<file path="config.mk">
export PLATFORM = sky130hd
export DESIGN_NAME = restador_pipe
export DESIGN_NICKNAME = d
export VERILOG_FILES = /design/src/rtl/restador_pkg.sv /design/src/rtl/restador_etapa.sv /design/src/rtl/restador_pipe.sv
export SDC_FILE = /design/constraint.sdc
export NUM_CORES = 1
export LEC_CHECK = 0
export ABC_AREA = 1
export BUFFER_PORTS_ARGS = -buffer_cell sky130_fd_sc_hd__buf_2
export CORE_MARGIN = 4
export CORE_UTILIZATION = 35
export DETAILED_ROUTE_END_ITERATION = 12
export PLACE_DENSITY = 0.61
export REMOVE_ABC_BUFFERS = 1
export SKIP_CTS_REPAIR_TIMING = 1
export SLEW_MARGIN = 20
export SYNTH_ARGS = -nofsm -noshare
export SYNTH_HDL_FRONTEND = slang
export SYNTH_SLANG_ARGS = --single-unit
</file>
<file path="constraint.sdc">
create_clock -name clk -period 1.79 [get_ports clk]
set_input_delay 0.2685 -clock clk [delete_from_list [all_inputs] [get_ports clk]]
set_output_delay 0.2685 -clock clk [all_outputs]
set_load 0.05 [all_outputs]
</file>
<file path="src/rtl/restador_pkg.sv">
// restador_pkg: width defaults shared between the adder pipeline and the
// subtractor pipeline (restador_pipe) that recovers an adder operand.
package restador_pkg;

    localparam int DATA_W_DEF = 4;
    localparam int IDX_W_DEF  = 4;
    localparam int HALF_W     = DATA_W_DEF / 2;

endpackage : restador_pkg

</file>
<file path="src/rtl/restador_etapa.sv">
// restador_etapa: half-width subtractor with borrow-in and borrow-out.
// diff = a - b - bin (mod 2^W); bout is set when the true result is negative.
module restador_etapa
    import restador_pkg::*;
#(
    parameter int W = HALF_W
) (
    input  logic [W-1:0] a,
    input  logic [W-1:0] b,
    input  logic         bin,
    output logic [W-1:0] diff,
    output logic         bout
);

    logic [W:0] full;

    // One guard bit above the operands captures the borrow out.
    assign full = {1'b0, a} - {1'b0, b} - {{W{1'b0}}, bin};
    assign diff = full[W-1:0];
    assign bout = full[W];

endmodule : restador_etapa

</file>
<file path="src/rtl/restador_pipe.sv">
// restador_pipe: two-stage valid/ready subtractor, dataB_dd = sum_in - dataA.
// Stage 1 subtracts the low halves, stage 2 the high halves with the stage-1
// borrow. Optional feature: define RESTADOR_BORROW_EN to expose the final
// borrow on borrow_dd; otherwise borrow_dd is tied low and not registered.
module restador_pipe
    import restador_pkg::*;
#(
    parameter int DATA_W = DATA_W_DEF,
    parameter int IDX_W  = IDX_W_DEF
) (
    input  logic              clk,
    input  logic              reset,
    input  logic              valid_in,
    output logic              ready_in,
    input  logic [IDX_W-1:0]  idx,
    input  logic [DATA_W-1:0] sum_in,
    input  logic [DATA_W-1:0] dataA,
    output logic              valid_out,
    input  logic              ready_out,
    output logic [DATA_W-1:0] dataB_dd,
    output logic [IDX_W-1:0]  idx_dd,
    output logic              borrow_dd
);

    localparam int H = DATA_W / 2;

    // Stage 1 registers
    logic             s1_valid;
    logic [H-1:0]     s1_lo;
    logic             s1_borrow;
    logic [H-1:0]     s1_a_hi;
    logic [H-1:0]     s1_b_hi;
    logic [IDX_W-1:0] s1_idx;

    // Stage 2 registers
    logic              s2_valid;
    logic [DATA_W-1:0] s2_data;
    logic [IDX_W-1:0]  s2_idx;

    logic          s1_load;
    logic          s2_load;
    logic [H-1:0]  lo_diff;
    logic          lo_borrow;
    logic [H-1:0]  hi_diff;
    logic          hi_borrow;

    // A stage loads when it is empty or the stage downstream of it moves on.
    assign s2_load  = ~s2_valid | ready_out;
    assign s1_load  = ~s1_valid | s2_load;
    assign ready_in = s1_load & ~reset;

    restador_etapa #(.W(H)) u_etapa_lo (
        .a    (sum_in[H-1:0]),
        .b    (dataA[H-1:0]),
        .bin  (1'b0),
        .diff (lo_diff),
        .bout (lo_borrow)
    );

    restador_etapa #(.W(H)) u_etapa_hi (
        .a    (s1_a_hi),
        .b    (s1_b_hi),
        .bin  (s1_borrow),
        .diff (hi_diff),
        .bout (hi_borrow)
    );

    // Stage 1: capture the low-half difference, its borrow and the high halves.
    always_ff @(posedge clk) begin
        if (reset) begin
            s1_valid  <= 1'b0;
            s1_lo     <= '0;
            s1_borrow <= 1'b0;
            s1_a_hi   <= '0;
            s1_b_hi   <= '0;
            s1_idx    <= '0;
        end else if (s1_load) begin
            s1_valid  <= valid_in;
            s1_lo     <= lo_diff;
            s1_borrow <= lo_borrow;
            s1_a_hi   <= sum_in[DATA_W-1:H];
            s1_b_hi   <= dataA[DATA_W-1:H];
            s1_idx    <= idx;
        end
    end

    // Stage 2: assemble the full result from the high-half difference.
    always_ff @(posedge clk) begin
        if (reset) begin
            s2_valid <= 1'b0;
            s2_data  <= '0;
            s2_idx   <= '0;
        end else if (s2_load) begin
            s2_valid <= s1_valid;
            s2_data  <= {hi_diff, s1_lo};
            s2_idx   <= s1_idx;
        end
    end

`ifdef RESTADOR_BORROW_EN
    logic s2_borrow;

    // Stage 2 borrow register, loaded and held together with the result.
    always_ff @(posedge clk) begin
        if (reset) begin
            s2_borrow <= 1'b0;
        end else if (s2_load) begin
            s2_borrow <= hi_borrow;
        end
    end

    assign borrow_dd = s2_borrow;
`else
    // Final borrow is not needed downstream in this build.
    logic unused_hi_borrow;
    assign unused_hi_borrow = hi_borrow;
    assign borrow_dd        = 1'b0;
`endif

    assign valid_out = s2_valid;
    assign dataB_dd  = s2_data;
    assign idx_dd    = s2_idx;

endmodule : restador_pipe

</file>
==> impl_metrics.ini, run 1 <==
[run_status]
status = finished clean

[setup_path]
ff2ff_path_depth = 7
cp-startpoint = valid_out$_SDFFE_PP0P_
critical_path_arrival_ns = 1.33
cp_num_buf_inv = 3
critPathCaptureType = output pin
worst-path-stages = 6
path_class = reg -> out
worst_path_dominant_cell_family = flip-flops
worst_r2r_start = s1_a_hi[0]$_SDFFE_PP0P_
reg2reg_to = dataB_dd[3]$_SDFFE_PP0P_
critPathLaunchType = register
cp_max_fo = 14
timing.critical_path.cells = nand2_4 -> inv_6 -> nand2_8 -> nand2_1 -> inv_1 -> clkbuf_4
critical_path_required_ns = 1.52
regToRegSetupSlack_ns = 0.62
slowest_stage = dfxtp_1
cp-endpoint = ready_in
slowest_delay_ns = 0.38

[clocking]
path_clk_slew_ns = 0.12
cts_tree = yes
clk_root_buffer_cell = clkbuf_4
clock_latency_ns = 0.30
maximum_clock_path_buffer_count = 2
cts-htree-levels = 1
cts_made_buffers = 3
clock_sinks = 21

[timing]
setup_viol = 0
fin_crit_ns = 1.60
setup_total_negative_slack_ns = 0
clock-skew-final_ns = 0.00716
report.final.slew_viol_count = 0
unrepaired_setup_endpoints_after_global_routing = no
timing.fmax_mhz = 625
final_min_period_over_clock_period_pct = 89.4
hold_violations = 0

[cells_and_area]
diodes = 0
nets = 155
multi_input_area_um2 = 387
layout.cells.most_common = nor2_1
drive_gt1_share_pct = 28.9
fillerInstances = 252
mostFrequentLayoutCells = 30 x nor2_1, 24 x buf_2, 21 x dfxtp_1, 16 x o21ai_0, 10 x nand2_1
areaGrowthSynthToFinish_pct = 19.8
area.sequential_um2 = 420
layout.core_utilization_pct = 45.8

[yosys]
synthDominantAreaCellType = dfxtp_1
netlist_top_cells_area = dfxtp_1 48%, nor2_1 13%, o21ai_0 9.1%, fa_1 4.6%, nand2_1 4.3%
synth_seq_area_share_pct = 47.9
synth_top_area_share_pct = 47.9
synth.yosys.warnings = 0
netlist-cell-type-count = 20
synthesis.instances = 110
avgSynthCellArea_um2 = 7.97
syn-cell-area_um2 = 877
ys_seq_elements = 21

[routing]
antenna_left = 0
routed_wirelength_mm = 1.67
drt_iter0_markers = 7
drc = 0
avgViaCountPerCell = 4.37
wl_per_cell_um = 10.2
num_vias = 713
count_of_tritonroute_iterations_in_the_first_routing_pass = 4

[min_path]
holdCritStartpoint = reset
worst_hold_path_type = in -> reg

[placement]
gpl.final_weighted_congestion = 0.696
post-dp-hpwl_mm = 1.23
io_buffer_count = 25

[floorplan]
start_util_pct = 38.2
floorplan.core_area_mm2 = 0.00230
rows = 17
die_area_mm2 = 0.00337
io_pins = 27
fp.dieH_um = 58.1
chipWidth_um = 58.1

[power_and_ir_drop]
powerDensity_mw_per_mm2 = 872
leakage_nw = 0.537
p_total_mw = 0.916
vdd_ir_drop_max_mv = 0.440

[grt]
globalRouteTotalUtil_pct = 11.2
first_global_vias = 701
grt_start_max_net_pins = 20
grt_pass1_wl_mm = 2.92
grt_remaining_overflow = 0
grt_antenna_before_repair = 0

[run]
maxCapViolations = 0
-- registers in the layout (all words and copies together), names as in the netlist --
| signal | flops |
|---|---|
| s1_lo | 2 |
| s1_valid | 1 |
| s1_borrow | 1 |
| idx_dd | 4 |
| s1_idx | 4 |
| s1_a_hi | 2 |
| valid_out | 1 |
| s1_b_hi | 2 |
| dataB_dd | 4 |
-- per-stage QoR --
step                cells  instance area, µm²  hold slack, ns  setup WS [ns]
floorplan             105                 845           0.338          0.206
CTS                   163                1040           0.134         0.0880
detailed placement    159                1010           0.461          0.374
global route          163                1050           0.126         0.0463
finish                163                1050           0.143          0.189
global placement      159                1010           0.454          0.388
-- report_power, final --
part           total (mW)  internal [mW]  switching [mW]  leakage, nW
clock               0.223         0.0832           0.139       0.0177
combinational       0.172         0.0536           0.119        0.345
sequential          0.521          0.501          0.0204        0.174
total               0.916          0.638           0.279        0.537
-- area by class of cell --
class                      instances  area share [%]
inverter                          11            4.40
clock buffer                       3            2.14
sequential                        21            40.0
timing repair buffer              26            12.9
clock inverter                     1           0.476
multi-input combinational         73            36.8
tap                               28            3.33
-- per-layer routing --
metal | GRT usage (%) | share of wire (%) | vias to the layer above
met5 | 0 | 0 | -
met4 | 4.97 | 0.72 | 0
met3 | 2.90 | 6.2 | 2
met2 | 17.9 | 48 | 15
met1 | 14.1 | 45 | 307
li1 | - | - | 389
-- kinds of logic after synthesis --
family	share of synthesized area (%)
simple gates	24.4
buf+inv	8.99
compound gates	12.3
other cells	0.428
fa+ha+maj	5.99
flops	47.9
-- how the worst min path moves through the flow --
stage                                  end  slack, ns  cells past startpoint
CTS                 s1_idx[0]$_SDFFE_PP0P_       0.13                      2
detailed placement  s1_idx[0]$_SDFFE_PP0P_       0.46                      2
global placement    s1_idx[0]$_SDFFE_PP0P_       0.45                      2
finish              s1_idx[0]$_SDFFE_PP0P_       0.14                      2
floorplan           s1_idx[0]$_SDFFE_PP0P_       0.34                      1
global route        s1_idx[0]$_SDFFE_PP0P_       0.13                      2
-- cells in the mapped netlist --
library cell	count
nor2_1	30
dfxtp_1	21
o21ai_0	16
nand2_1	10
inv_1	9
a21oi_1	4
nor2_2	4
buf_2	2
fa_1	2
nand2_4	2
buf_4	1
buf_6	1
clkbuf_1	1
conb_1	1
ha_1	1
inv_2	1
inv_6	1
nand3_1	1
nor2_4	1
o21a_1	1
No activity file was read; power rests on OpenSTA's default activity.
==> inputs of run 2 (changes only) <==
Settings changed: CORE_UTILIZATION 35 to 48, PLACE_DENSITY 0.61 to 0.79.
Clock period 1.79 ns to 1.5 ns, I/O delays scaled along.
==> run 2 against run 1 <==
Net effect:
- clock skew shrank 0.0024 ns
- critical path depth is the same
- sequential share of layout area is essentially flat
- first-iteration DRC count grew 71%
- highest routed layer unchanged
- final cell count shrank 1.2%
==> impl_metrics.ini, run 2 (synthesized netlist as in run 1, its figures left out) <==
[timing]
clock-skew-final_ns = 0.00475
report.final.slew_viol_count = 0
unrepaired_setup_endpoints_after_global_routing = no
timing.fmax_mhz = 703
setup_viol = 0
hold_violations = 0
whs_ns = 0.103
fin_crit_ns = 1.42
final_min_period_over_clock_period_pct = 94.8

[clocking]
cts_tree = yes
cts_made_buffers = 3
path_clk_slew_ns = 0.11
cts-htree-levels = 1
clk_root_buffer_cell = clkbuf_4
clock_latency_ns = 0.30
maximum_clock_path_buffer_count = 2
clock_sinks = 21

[power_and_ir_drop]
powerDensity_mw_per_mm2 = 1030
power.share.clock_pct = 24.1
total_switching_power_mw = 0.331
share_seq_of_total_power_pct = 56.8
vdd_ir_drop_max_mv = 0.669
cell_internal_power_dissipation_mw = 0.762
leakage_nw = 0.548
combPwrFrac_pct = 19.1
power.switching_fraction_pct = 30.3

[min_path]
worst_hold_path_type = in -> reg
hold_depth = 2
holdCritStartpoint = reset

[floorplan]
chipWidth_um = 50.7
io_pins = 27
fp.dieH_um = 50.7
start_util_pct = 50.8
floorplan.core_area_mm2 = 0.00173
die_area_mm2 = 0.00258
rows = 15

[grt]
grt_antenna_before_repair = 0
grt_start_max_net_pins = 20
grt_remaining_overflow = 0
grt_pass1_wl_mm = 2.55
first_global_vias = 590
globalRouteTotalUtil_pct = 13.4

[setup_path]
cp-startpoint = valid_out$_SDFFE_PP0P_
critical_path_arrival_ns = 1.20
ff2ff_path_depth = 6
critPathLaunchType = register
critical_path_required_ns = 1.27
worst_r2r_start = s1_borrow$_SDFFE_PP0P_
path_class = reg -> out
critPathCaptureType = output pin
cp_max_fo = 13

[routing]
wl_per_cell_um = 10.2
avgViaCountPerCell = 4.55
drt_iter0_markers = 12
count_of_tritonroute_iterations_in_the_first_routing_pass = 4
routed_wirelength_mm = 1.65
antenna_left = 0
drc = 0
num_vias = 733

[cells_and_area]
layout.cell_area.non_filler_mm2 = 0.00106
mostFrequentLayoutCells = 30 x nor2_1, 24 x buf_2, 20 x dfxtp_1, 16 x o21ai_0, 10 x nand2_1
drive_gt1_share_pct = 30.1
area.sequential_um2 = 424
multi_input_area_um2 = 387
areaGrowthSynthToFinish_pct = 21.0
diodes = 0
fillerInstances = 171
layout.core_utilization_pct = 61.4
layout.cells.most_common = nor2_1
nets = 156

[placement]
io_buffer_count = 25
gpl.final_weighted_congestion = 0.700
dpl_cell_area_mm2 = 0.00102
post-dp-hpwl_mm = 1.20

[run_status]
status = finished clean

[run]
maxCapViolations = 0
## run 2: final timing paths
| path | slack, ns | end |
|---|---|---|
| setup / recovery | 0.08 | ready_in |
| setup reg to reg | 0.33 | dataB_dd[3]$_SDFFE_PP0P_ |
| hold reg to reg | 0.47 | s1_idx[0]$_SDFFE_PP0P_ |
| hold / removal | 0.10 | s1_idx[0]$_SDFFE_PP0P_ |
## run 2: through the flow
stage / cells / worst slack, ns / total power [mW] / setup TNS [ns]
finish: 161 / 0.0779 / 1.09 / 0
global route: 161 / 0.00585 / 1.16 / 0
CTS: 161 / -0.0381 / 1.10 / -0.0381
detailed placement: 157 / 0.238 / 0.840 / 0
global placement: 157 / 0.264 / 0.832 / 0
floorplan: 105 / -0.0401 / 0.779 / -0.0401
## run 2: power by group through the flow
| stage | clock, mW | sequential (mW) | combinational, mW |
|---|---|---|---|
| final | 0.263 | 0.621 | 0.209 |
| after global routing | 0.305 | 0.628 | 0.231 |
| after CTS | 0.269 | 0.621 | 0.208 |
| after detailed placement | 0 | 0.633 | 0.207 |
| after global placement | 0 | 0.631 | 0.201 |
| after floorplan | 0 | 0.695 | 0.0849 |
## run 2: layout make-up
type / count / share of cell area (%)
Sequential cell: 21 / 40.0
Timing Repair Buffer: 27 / 13.4
Tap cell: 25 / 2.95
Inverter: 11 / 4.60
Clock buffer: 3 / 2.12
Multi-Input combinational cell: 73 / 36.4
Clock inverter: 1 / 0.472
## run 2: metal layers
metal | track usage, % | up-vias | share of wire [%] | wire [µm]
met3 | 6.82 | 2 | 7.2 | 118
met4 | 2.69 | 0 | 0.49 | 8
met2 | 22.4 | 18 | 51 | 838
met1 | 15.2 | 325 | 41 | 684
li1 | - | 388 | - | -
met5 | 0 | - | 0 | 0
## run 2: worst max-delay path, cell delays in order (launching register included)
cell	delay (ns)
dfxtp_4	0.39
nand2_8	0.10
inv_8	0.09
nand2_4	0.04
nand2_1	0.05
inv_1	0.04
buf_4	0.18
